[config.mk]
export PLATFORM = sky130hd
export DESIGN_NAME = perm_gen_flat
export DESIGN_NICKNAME = d
export VERILOG_FILES = /design/src/rtl/perm_gen_if.sv /design/src/rtl/perm_gen.sv /design/src/flat_wrapper.sv
export SDC_FILE = /design/constraint.sdc
export NUM_CORES = 1
export LEC_CHECK = 0
export ABC_AREA = 0
export BUFFER_PORTS_ARGS = -buffer_cell sky130_fd_sc_hd__buf_2
export CORE_ASPECT_RATIO = 0.75
export CORE_MARGIN = 2
export CORE_UTILIZATION = 60
export CTS_BUF_LIST = sky130_fd_sc_hd__clkbuf_4 sky130_fd_sc_hd__clkbuf_8 sky130_fd_sc_hd__clkbuf_16
export DETAILED_ROUTE_END_ITERATION = 16
export GPL_TIMING_DRIVEN = 0
export PLACE_DENSITY = 0.84
export REMOVE_ABC_BUFFERS = 1
export SKIP_LAST_GASP = 1
export SLEW_MARGIN = 20
export SYNTH_ARGS = -nofsm -noshare
export SYNTH_HDL_FRONTEND = slang
export SYNTH_SLANG_ARGS = --single-unit
export TNS_END_PERCENT = 1
[constraint.sdc]
create_clock -name CLK -period 12.27 [get_ports CLK]
set_clock_uncertainty 0.1 [all_clocks]
set_input_delay 0.6135 -clock CLK [delete_from_list [all_inputs] [get_ports CLK]]
set_output_delay 0.6135 -clock CLK [all_outputs]
set_load 0.1 [all_outputs]
[src/rtl/perm_gen_if.sv]
// Request/result bundle between the permutation engine and its consumer.
// `sequence` is a reserved word, so the packed permutation travels as `seq`.
interface perm_gen_if #(
  parameter int N  = 8,
  parameter int EW = 4
);
  logic            req;
  logic [N*EW-1:0] seq;
  logic            busy;
  logic            done;
  logic [15:0]     perm_idx;
`ifdef PERM_WRAP_EN
  logic            wrap;
`endif

  modport master (
    input  req,
    output seq, busy, done, perm_idx
`ifdef PERM_WRAP_EN
    , output wrap
`endif
  );

  modport slave (
    output req,
    input  seq, busy, done, perm_idx
`ifdef PERM_WRAP_EN
    , input wrap
`endif
  );
endinterface

[src/rtl/perm_gen.sv]
// Lexicographic next-permutation engine: FIND -> SWAP -> REV per request.
// Optional PERM_WRAP_EN restarts at identity instead of stopping in FINISH.
module perm_gen #(
  parameter int N  = 8,
  parameter int EW = 4
) (
  input  logic       CLK,
  input  logic       RST,
  perm_gen_if.master bus
);
  localparam int IW = $clog2(N);

  typedef enum logic [2:0] {
    S_IDLE   = 3'd0,
    S_FIND   = 3'd1,
    S_SWAP   = 3'd2,
    S_REV    = 3'd3,
    S_FINISH = 3'd4
  } state_e;

  state_e          state_q, state_d;
  logic [EW-1:0]   a_q [N];
  logic [EW-1:0]   a_d [N];
  logic [IW-1:0]   p_q, p_d, s_q, s_d;
  logic [N*EW-1:0] seq_q, seq_d;
  logic [15:0]     idx_q, idx_d;
  logic            busy_q, busy_d, done_q, done_d;
  logic            piv_found_s;
  logic [IW-1:0]   piv_s, succ_s;
`ifdef PERM_WRAP_EN
  logic            wrap_q, wrap_d, nopiv_q, nopiv_d;
`endif

  function automatic logic [N*EW-1:0] ident_seq();
    logic [N*EW-1:0] r;
    r = '0;
    for (int k = 0; k < N; k++) r[EW*k +: EW] = EW'(k);
    return r;
  endfunction

  // Pivot and successor search; later hits overwrite earlier ones to get the largest index.
  always_comb begin
    piv_found_s = 1'b0;
    piv_s       = '0;
    succ_s      = '0;
    for (int i = 0; i < N-1; i++) begin
      piv_found_s = (a_q[i] < a_q[i+1]) ? 1'b1 : piv_found_s;
      piv_s       = (a_q[i] < a_q[i+1]) ? IW'(i) : piv_s;
    end
    for (int j = 0; j < N; j++) begin
      succ_s = ((IW'(j) > piv_s) && (a_q[j] > a_q[piv_s])) ? IW'(j) : succ_s;
    end
  end

  // Next-state, working array and output register updates.
  always_comb begin
    logic [IW-1:0] src;
    src     = '0;
    state_d = state_q;
    a_d     = a_q;
    p_d     = p_q;
    s_d     = s_q;
    seq_d   = seq_q;
    idx_d   = idx_q;
`ifdef PERM_WRAP_EN
    wrap_d  = 1'b0;
    nopiv_d = nopiv_q;
`endif
    case (state_q)
      S_IDLE: state_d = bus.req ? S_FIND : S_IDLE;
      S_FIND: begin
        p_d = piv_s;
        s_d = succ_s;
        if (piv_found_s) begin
          state_d = S_SWAP;
        end else begin
`ifdef PERM_WRAP_EN
          nopiv_d = 1'b1;
          state_d = S_REV;
`else
          state_d = S_FINISH;
`endif
        end
      end
      S_SWAP: begin
        a_d[p_q] = a_q[s_q];
        a_d[s_q] = a_q[p_q];
        state_d  = S_REV;
      end
      S_REV: begin
        // Position k > p takes element N+p-k, mirroring the tail about its centre.
        for (int k = 0; k < N; k++) begin
          src    = IW'(N) + p_q - IW'(k);
          a_d[k] = (IW'(k) > p_q) ? a_q[src] : a_q[k];
        end
        idx_d = idx_q + 16'd1;
`ifdef PERM_WRAP_EN
        if (nopiv_q) begin
          for (int k = 0; k < N; k++) a_d[k] = EW'(k);
          idx_d   = 16'd0;
          wrap_d  = 1'b1;
          nopiv_d = 1'b0;
        end else begin
          nopiv_d = 1'b0;
        end
`endif
        for (int k = 0; k < N; k++) seq_d[EW*k +: EW] = a_d[k];
        state_d = S_IDLE;
      end
      S_FINISH: state_d = S_FINISH;
      default:  state_d = S_IDLE;
    endcase
    busy_d = (state_d == S_FIND) || (state_d == S_SWAP) || (state_d == S_REV);
    done_d = (state_d == S_FINISH);
  end

  // State and datapath registers with synchronous reset to the identity permutation.
  always_ff @(posedge CLK) begin
    if (RST) begin
      state_q <= S_IDLE;
      for (int k = 0; k < N; k++) a_q[k] <= EW'(k);
      p_q     <= '0;
      s_q     <= '0;
      seq_q   <= ident_seq();
      idx_q   <= 16'd0;
      busy_q  <= 1'b0;
      done_q  <= 1'b0;
`ifdef PERM_WRAP_EN
      wrap_q  <= 1'b0;
      nopiv_q <= 1'b0;
`endif
    end else begin
      state_q <= state_d;
      a_q     <= a_d;
      p_q     <= p_d;
      s_q     <= s_d;
      seq_q   <= seq_d;
      idx_q   <= idx_d;
      busy_q  <= busy_d;
      done_q  <= done_d;
`ifdef PERM_WRAP_EN
      wrap_q  <= wrap_d;
      nopiv_q <= nopiv_d;
`endif
    end
  end

  assign bus.seq      = seq_q;
  assign bus.busy     = busy_q;
  assign bus.done     = done_q;
  assign bus.perm_idx = idx_q;
`ifdef PERM_WRAP_EN
  assign bus.wrap     = wrap_q;
`endif
endmodule

[src/flat_wrapper.sv]
// flat-port wrapper written by rule: the top's interface ports become plain ports
module perm_gen_flat 
#(
  parameter int N  = 8,
  parameter int EW = 4
)
  (CLK, RST, bus_req, bus_seq, bus_busy, bus_done, bus_perm_idx);
  perm_gen_if #(.N(N), .EW(EW)) bus_i ();
  input  logic CLK;
  input  logic RST;
  input wire logic [$bits(bus_i.req)-1:0] bus_req;
  output wire logic [$bits(bus_i.seq)-1:0] bus_seq;
  output wire logic [$bits(bus_i.busy)-1:0] bus_busy;
  output wire logic [$bits(bus_i.done)-1:0] bus_done;
  output wire logic [$bits(bus_i.perm_idx)-1:0] bus_perm_idx;
  assign bus_i.req = bus_req;
  assign bus_seq = bus_i.seq;
  assign bus_busy = bus_i.busy;
  assign bus_done = bus_i.done;
  assign bus_perm_idx = bus_i.perm_idx;
  perm_gen #(.N(N), .EW(EW)) u_core (.CLK(CLK), .RST(RST), .bus(bus_i));
endmodule
* After elaboration in Yosys (flattened, before gate mapping)
Cells that the tools add are included.
Cells by class: order comparisons 41, bitwise gates (word level) 10, eq/ne operators 8, reduce and logical (&&, ||, !) cells 13, add/sub/neg operators 8, muxes and demuxes 68
Operator list (number):
- 4-bit binary-select mux with 3-bit select | 10
- 4-bit 2-to-1 mux | 30
- 32-bit bitwise mux | 2
- 32-bit case mux with 2 select lines | 1
- 4-bit >= comparator, second input constant | 10
- 3-bit inverter with 4-bit output | 10
- 3-bit 2-to-1 mux | 12
- 4-bit > comparator | 7
- 4-bit less-than comparator | 7
- 4-bit demux with 3-bit select | 2
- 3-bit > comparator, first input constant | 8
- 16-bit by 1-bit adder with 16-bit output, second input constant | 1
- 3-bit by 2-bit == test with 1-bit output, second input constant | 4
- 2-bit by 3-bit > comparator with 1-bit output, first input constant | 4
- 3-bit case mux with 4 select lines | 1
- 3-bit subtractor, second input constant | 4
- 1-bit 2-to-1 mux | 10
- 1-bit by 3-bit > comparator with 1-bit output, first input constant | 3
- 1-bit logical AND | 9
- 4-bit by 1-bit less-than comparator with 1-bit output, second input constant | 2
- 3-bit by 1-bit == test with 1-bit output, second input constant | 2
- 3-bit == test, second input constant | 2
- 3-bit by 2-bit subtractor with 3-bit output, second input constant | 2
- 3-bit zero test | 1
- 3 further kinds | 4
Storage, ports and cells: output and inout bits 50, flip-flop bits (word level) 91, input port bits 3

* Depth between registers and ports, before layout
Gate-level depths: netlist (run 1).
depth after elaboration 20, gate-level depth with buffers 21

* Least setup slack after synthesis (run 1)
No wires, ideal clock.
path kind register -> register, from reg u_core.a_q[6] in the netlist's numbering, to reg u_core.s_q[0], library setup time 58 ps, required time 12112 ps, path slack 8121 ps, clock period less this slack 4149 ps, arrival 3992 ps, stages on the path, launching flop included 19, cells stage by stage dfxtp_1 clkbuf_1 inv_1 ha_1 o21a_1 nor2_1 a21o_2 nor3_4 buf_2 mux2i_1 o22ai_1 mux2i_1 ha_1 a21o_1 maj3_2 a21o_1 o211a_1 a221oi_2 o21a_1
On the way: longest elaborated chain between the ends 16, elaborated cells between the ends (all ways) 36, classes of those cells order compare: 16; mux: 12; bitwise: 1; reduce/logical: 7
Ends and longest elaborated chain:
- from (decl) | line perm_gen.sv:22 | logic [EW-1:0] a_q [N];
- from (signal assigned) | line perm_gen.sv:134 | a_q <= a_d;
- 4-bit less-than comparator | line perm_gen.sv:48 | piv_s = (a_q[i] < a_q[i+1]) ? IW'(i) : piv_s;
- 3-bit 2-to-1 mux (2 in a row) | line perm_gen.sv:48
- 3-bit inverter with 4-bit output
- 4-bit binary-select mux with 3-bit select
- 4-bit 2-to-1 mux (2 in a row)
- 4-bit > comparator | line perm_gen.sv:51 | succ_s = ((IW'(j) > piv_s) && (a_q[j] > a_q[piv_s])) ? IW'(j) : succ_s;
- 1-bit logical AND | line perm_gen.sv:51
- 1-bit 2-to-1 mux | line perm_gen.sv:51
- 3-bit 2-to-1 mux (5 in a row) | line perm_gen.sv:51
- 3-bit 2-to-1 mux (*) | line perm_gen.sv:51
- to (signal assigned) | line perm_gen.sv:123 | s_q <= '0;
- to (signal assigned) | line perm_gen.sv:136 | s_q <= s_d;
- to (decl) | line perm_gen.sv:24 | logic [IW-1:0] p_q, p_d, s_q, s_d;
Mark *: on every way between the ends. The rest lies on a longest branch, timed or not. The select of a mux whose other input is x is not followed. A chain may end at the register's enable or synchronous reset.

* Worst setup path in the final report (run 1)
from reg u_core.a_q[10] in the netlist's numbering, to reg u_core.s_q[0]
On the way: longest elaborated chain between the ends 17, elaborated cells between the ends (all ways) 37, classes of those cells order compare: 16; mux: 13; bitwise: 1; reduce/logical: 7
Ends and longest elaborated chain (line):
- 4-bit less-than comparator | perm_gen.sv:48
- 3-bit 2-to-1 mux (3 in a row) | perm_gen.sv:48
- 3-bit inverter with 4-bit output
- 4-bit binary-select mux with 3-bit select
- 4-bit 2-to-1 mux (2 in a row)
- 4-bit > comparator | perm_gen.sv:51
- 1-bit logical AND | perm_gen.sv:51
- 1-bit 2-to-1 mux | perm_gen.sv:51
- 3-bit 2-to-1 mux (5 in a row) | perm_gen.sv:51
- 3-bit 2-to-1 mux (*) | perm_gen.sv:51
Marked as above.

==> flow_summary.toml, run 1 <==
[outcome]
status = "complete, no violations"

[setup_path]
path_cells = "inv_1 -> ha_1 -> o21a_1 -> nor2_1 -> a21o_2 -> nor3_4 -> mux2i_1 -> o22ai_1 -> mux2i_1 -> ha_1 -> a21o_1 -> maj3_2 -> a21o_1 -> o211a_1 -> a221oi_2 -> o21a_1"
startpoint_type = "register"
reg2reg_depth = 16
worstPathMaxFanout = 17
cp_slowest_cell = "dfxtp_1"
cp.required_ps = 12470
cp.arrival_ps = 5300
rrSetupSlack_ps = 7170
r2r-start = "u_core.a_q[10]"
cpPeakStageDelay_ps = 710
r2r_end = "u_core.s_q[0]"
crit_type = "reg2reg"
endpoint_kind = "register"

[final_layout]
area_growth_pct = 9.31
nets = 962
drive_above_1_share_pct = 16.0
utilization_pct = 67.7
antenna_cells = 0

[die]
dieWidth_um = 131
start_util_pct = 61.9
fp.dieH_um = 99.1
fp-row-count = 34
die_area_um2 = 13000
ios = 53
core_um2 = 11700

[flow_run]
cap_violations = 0

[global_routing]
grt_util_all_layers_pct = 36.7
overflow = 0
grt_pass1_wl_um = 36500
grt_max_degree = 63
grt_antenna_before_repair = 0
grt_pass1_vias = 6543

[drt]
drc = 0
drt_wl_total_um = 23700
ant_nets = 0
wire_per_inst_um = 22.0
vias = 7539
via_per_inst = 7.01
dr.pass1.iters = 6
drt_iter0_markers = 1294

[clock_network]
clk_pin_slew_ps = 70
cts_buffers = 9
clockRootBuffer = "clkbuf_16"
cts_resized = 0
cts_tree = "yes"
postCtsSetupBuffers = 0
cts.sinks = 91
cts-htree-levels = 3
postCtsHoldBufs = 0
clk_latency_ps = 350
cts_buffer_depth = 2

[synthesis]
synth_common_cells = "nor2_1, nand2_1, dfxtp_1"
synth.avg_cell_area_um2 = 8.07
synthDistinctLibCells = 70
ys_seq_elements = 91
synth_top_area_share_pct = 25.2
yosysSeqAreaShare_pct = 25.2
synth_edf_count = 0
synthesis.area_um2 = 7240
synth-warning-count = 0
synth_ff_type = "dfxtp_1"
synthArstFlopShare_pct = 0
yosysMostFrequentCell = "nor2_1"
synth_top_area_cell = "dfxtp_1"
synth_area_leaders = "dfxtp_1, ha_1, mux4_2"
synthCells = 897

[sta]
fmax_ghz = 0.196
final.setup.tns_ps = 0
slew_headroom_pct = 15.0
setup_viol = 0
fin_crit_ps = 5100
rsz0062_at_grt = "false"
slew_violations = 0
worstMarginPinSlew_ps = 1270
finalCritPeriodShare_pct = 41.6
hold_viol = 0

[power_and_ir_drop]
leakage_uw = 0.00303
powerDensity_nw_per_um2 = 107
peakVddDrop_v = 0.0000906

[worst_hold_path]
hold_path_end = "u_core.bus.seq[6]"
hold_path_class = "reg2reg"
worstHoldPathCells = 2
hold_start = "u_core.bus.seq[6]"

[placement]
io_buffers = 52
place_congestion = 1.04
dp_hpwl_um = 16000
## layout by cell type, fill, tap and decap left out, types with 4 or more instances in the layout
cell,count
a211o_1,25
a211oi_1,29
a21o_1,7
a21oi_1,86
a311oi_1,7
a31oi_1,4
and3_1,9
buf_2,53
clkbuf_16,9
dfxtp_1,90
ha_1,50
inv_1,37
inv_2,5
inv_6,4
maj3_1,4
mux2i_1,16
mux4_1,5
mux4_2,27
nand2_1,96
nand2b_1,6
nand3_1,15
nand4_1,4
nor2_1,116
nor2b_1,9
nor3_1,20
o211ai_1,7
o21a_1,5
o21ai_0,22
o21ai_1,4
o22ai_1,36
o31ai_1,4
or3_1,5
xnor2_1,9
xor2_1,9
## power breakdown
part	leakage, µW	total (µW)	switching (µW)	internal (µW)
Clock	0.000156	298	130	168
Combinational	0.00213	221	145	76.2
Sequential	0.000738	331	27.7	304
Total	0.00303	851	303	548
## cell type report
class	instances	area (µm²)
Fill cell	955	3780
Timing Repair Buffer	58	340
Sequential cell	91	1820
Clock inverter	6	76.3
Clock buffer	10	239
Inverter	42	158
Multi-Input combinational cell	707	5080
Tap cell	162	203
## state kept, by name, indices dropped and copies added, names as in the netlist
name / flops
u_core.bus.perm_idx: 16
u_core.s_q: 3
u_core.bus.busy: 1
u_core.p_q: 3
u_core.state_q: 3
u_core.a_q: 32
u_core.bus.done: 1
u_core.bus.seq: 32
## cells by family after synthesis
| family | count (synthesis) | share of synthesized area (%) |
|---|---|---|
| and+or+nand+nor | 303 | 18.6 |
| adders and majority gates | 55 | 9.35 |
| muxes | 54 | 13.3 |
| buffers and inverters | 99 | 5.34 |
| xor gates and xnor gates | 18 | 2.18 |
| DFF | 91 | 25.2 |
| AOI/OAI and AO/OA | 277 | 26.1 |
## stage by stage
step                worst slack [ps]  power, µW  cell area (µm²)  instances  hold WS (ps)
global route                    6850        876             7920       1076           379
detailed placement              7380        544             7580       1060           345
global placement                7270        535             7470       1054           338
floorplan                       8140        481             7010        840           387
finish                          7170        851             7920       1076           352
CTS                             7350        838             7900       1076           354
## routing by layer
layer / share of wire [%] / GRT usage (%) / vias to the layer above / wire length [µm]
met5: 0 / 0 / - / 0
li1: - / - / 3352 / -
met2: 39 / 49.8 / 649 / 9130
met3: 16 / 13.4 / 172 / 3840
met1: 40 / 52.3 / 3366 / 9380
met4: 5.5 / 15.7 / 0 / 1310
## worst max-delay path, delay by kind of cell, from the launching register on
| kind | cells | cell delay (ps) |
|---|---|---|
| flip-flops | 1 | 710 |
| multiplexers | 2 | 910 |
| AND/OR/NAND/NOR | 2 | 630 |
| adder cells (fa/ha/maj) | 3 | 1010 |
| buffers and inverters | 1 | 260 |
| AO/OA/AOI/OAI | 8 | 1420 |
## worst max-delay path by stage
stage                              start             end  slack [ps]  cells after the start
after floorplan            u_core.p_q[0]  u_core.a_q[24]        8140                      8
after global placement     u_core.p_q[0]   u_core.a_q[0]        7270                      8
after detailed placement  u_core.a_q[10]   u_core.s_q[0]        7380                     16
after CTS                 u_core.a_q[10]   u_core.s_q[0]        7350                     16
after global routing      u_core.a_q[22]   u_core.s_q[2]        6850                     18
final                     u_core.a_q[10]   u_core.s_q[0]        7170                     16
(Power assumes the default switching activity.)
==> run 2: changes to the inputs <==
--- a/config.mk
+++ b/config.mk
@@ -9,11 +9,11 @@
 export BUFFER_PORTS_ARGS = -buffer_cell sky130_fd_sc_hd__buf_2
 export CORE_ASPECT_RATIO = 0.75
 export CORE_MARGIN = 2
-export CORE_UTILIZATION = 60
+export CORE_UTILIZATION = 56
 export CTS_BUF_LIST = sky130_fd_sc_hd__clkbuf_4 sky130_fd_sc_hd__clkbuf_8 sky130_fd_sc_hd__clkbuf_16
 export DETAILED_ROUTE_END_ITERATION = 16
 export GPL_TIMING_DRIVEN = 0
-export PLACE_DENSITY = 0.84
+export PLACE_DENSITY = 0.83
 export REMOVE_ABC_BUFFERS = 1
 export SKIP_LAST_GASP = 1
 export SLEW_MARGIN = 20
==> constraint.sdc (replaced) <==
create_clock -name CLK -period 4.1 [get_ports CLK]
set_clock_uncertainty 0.1 [all_clocks]
set_input_delay 0.205 -clock CLK [delete_from_list [all_inputs] [get_ports CLK]]
set_output_delay 0.205 -clock CLK [all_outputs]
set_load 0.1 [all_outputs]
==> run 2 against run 1 <==
  * Worst setup slack worse by 7100 ps
  * Fmax is 26% higher
  * Flip-flop and latch count stayed put
  * Power grew to 2.9 times the previous value
  * Final cell count is 3.1% higher
  * Sequential power grew to 3.0 times the previous value
  * Utilization is 0.96 points lower
  * Global-route usage is 1.7 points lower
  * Non-clock buffer count is 29 higher
  * Sequential share of layout area is 0.21 points lower
  * First-iteration DRC count is 20% lower
  * Largest cell class unchanged
==> flow_summary.toml, run 2 (synthesis results as in run 1) <==
[drt]
drt_iter0_markers = 1037
ant_nets = 0
wire_per_inst_um = 22.0
vias = 7666
via_per_inst = 6.91
dr.pass1.iters = 10
drc = 0
drt_wl_total_um = 24400

[sta]
slew_violations = 0
finalHoldWorstSlack_ps = 54.1
fin_crit_ps = 4040
fmax_ghz = 0.248
setup_viol = 0
finalCritPeriodShare_pct = 98.5
final.setup.tns_ps = 0
hold_viol = 0
slew_headroom_pct = 32.4
worstMarginPinSlew_ps = 1010

[clock_network]
cts_tree = "yes"
clockRootBuffer = "clkbuf_16"
clk_latency_ps = 360
cts.sinks = 91
cts_buffers = 9
cts-htree-levels = 3
postCtsHoldBufs = 0
clk_pin_slew_ps = 70
cts_buffer_depth = 2

[worst_hold_path]
hold_path_end = "u_core.state_q[0]"
hold_path_class = "in2reg"
hold_start = "bus_req"
worstHoldPathCells = 3

[placement]
place_congestion = 1.03
io_buffers = 52
placed_area_um2 = 7590
dp_hpwl_um = 16100

[setup_path]
endpoint_kind = "register"
r2r_end = "u_core.s_q[0]"
r2r-start = "u_core.a_q[9]"
crit_type = "reg2reg"
rrSetupSlack_ps = 60
startpoint_type = "register"
cp.required_ps = 4300
cp.arrival_ps = 4240
reg2reg_depth = 18
worstPathMaxFanout = 9

[global_routing]
grt_max_degree = 73
met2_usage_pct = 49.4
met1_usage_pct = 48.2
top_usage_layer = "met2"
grt_antenna_before_repair = 0
overflow = 0
grt_pass1_vias = 6815
grt_pass1_wl_um = 37100
met3_usage_pct = 12.3
grt_util_all_layers_pct = 35.0

[final_layout]
drive_above_1_share_pct = 22.7
layout_commonest_cell = "nor2_1"
design_area_um2 = 8300
utilization_pct = 66.7
layout_common_cells = "nor2_1, nand2_1, a21oi_1"
area_growth_pct = 14.6
nets = 991
antenna_cells = 0

[power_and_ir_drop]
powerDensity_nw_per_um2 = 300
power_frac_seq_pct = 39.4
peakVddDrop_v = 0.000239
clkPwrFrac_pct = 32.4
p_int_uw = 1580
p_sw_share_pct = 36.7
combPwrFrac_pct = 28.2
leakage_uw = 0.00316
power_switching_uw = 913

[outcome]
status = "complete, no violations"

[die]
die_area_um2 = 13900
dieWidth_um = 135
start_util_pct = 58.2
fp.dieH_um = 102
fp-row-count = 35
core_um2 = 12400
ios = 53

[flow_run]
cap_violations = 0
## run 2: changes by cell type in the layout (fill, tap and decap cells not counted), moves of 3 or more
cell / before / now
inv_6: 4 / 0
dfxtp_1: 90 / 70
a21oi_1: 86 / 82
nor2_1: 116 / 113
clkinvlp_4: 0 / 4
buf_4: 2 / 28
dfxtp_4: 0 / 18
a21oi_2: 2 / 6
## run 2: cell type report
cell class / count / area [µm²]
Clock inverter: 6 / 51.3
Inverter: 42 / 161
Sequential cell: 91 / 1890
Fill cell: 1043 / 4140
Tap cell: 166 / 208
Timing Repair Buffer: 87 / 564
Clock buffer: 10 / 233
Multi-Input combinational cell: 707 / 5180
## run 2: power by group through the flow
stage	Combinational [µW]	Clock, µW	Sequential, µW
2_1_floorplan	405	0	1040
3_3_place_gp	598	0	1000
3_5_place_dp	628	0	1000
4_1_cts	645	805	981
5_1_grt	746	848	977
6_report	703	806	980
## run 2: worst max path at each step
stage                         from  cells past startpoint             end  slack [ps]
finish               u_core.a_q[9]                     18   u_core.s_q[0]          60
global placement     u_core.p_q[0]                      8   u_core.a_q[0]        -880
global route        u_core.a_q[10]                     19   u_core.s_q[0]         -50
detailed placement  u_core.a_q[22]                     17   u_core.s_q[0]        -800
floorplan            u_core.p_q[0]                      8  u_core.a_q[24]         -30
CTS                 u_core.a_q[13]                     18   u_core.s_q[0]           9
## run 2: stage by stage
stage | power [µW] | std cells | setup slack [ps]
final | 2490 | 1109 | 59.8
after CTS | 2430 | 1089 | 8.58
after global routing | 2570 | 1109 | -54.5
after detailed placement | 1630 | 1064 | -795
after floorplan | 1440 | 840 | -28.0
after global placement | 1600 | 1058 | -875
## run 2: layer usage
metal / share of wire, % / up-vias
met5: 0 / -
met4: 5.8 / 0
met3: 15 / 152
met2: 39 / 652
met1: 40 / 3452
li1: - / 3410
## run 2: worst max-delay path: stages (launching register included)
cell and delay [ps]:
dfxtp_4 430, inv_1 110, ha_1 210, nor3_1 350
a21o_2 270, nor2_1 90, nand2_2 160, nand2_1 70
and3_1 170, a31oi_2 200, mux2i_4 110, buf_4 160
ha_1 310, a21o_1 190, maj3_2 310, a21o_1 200
o211a_1 130, a221oi_2 270, o21a_1 130
## run 2: repair_timing
action / in CTS / in global routing
endpoints found under the setup margin: 3 / 3
buffers inserted: 9 / 20
gates resized for setup: 32 / 32
pin swaps: 1 / 8
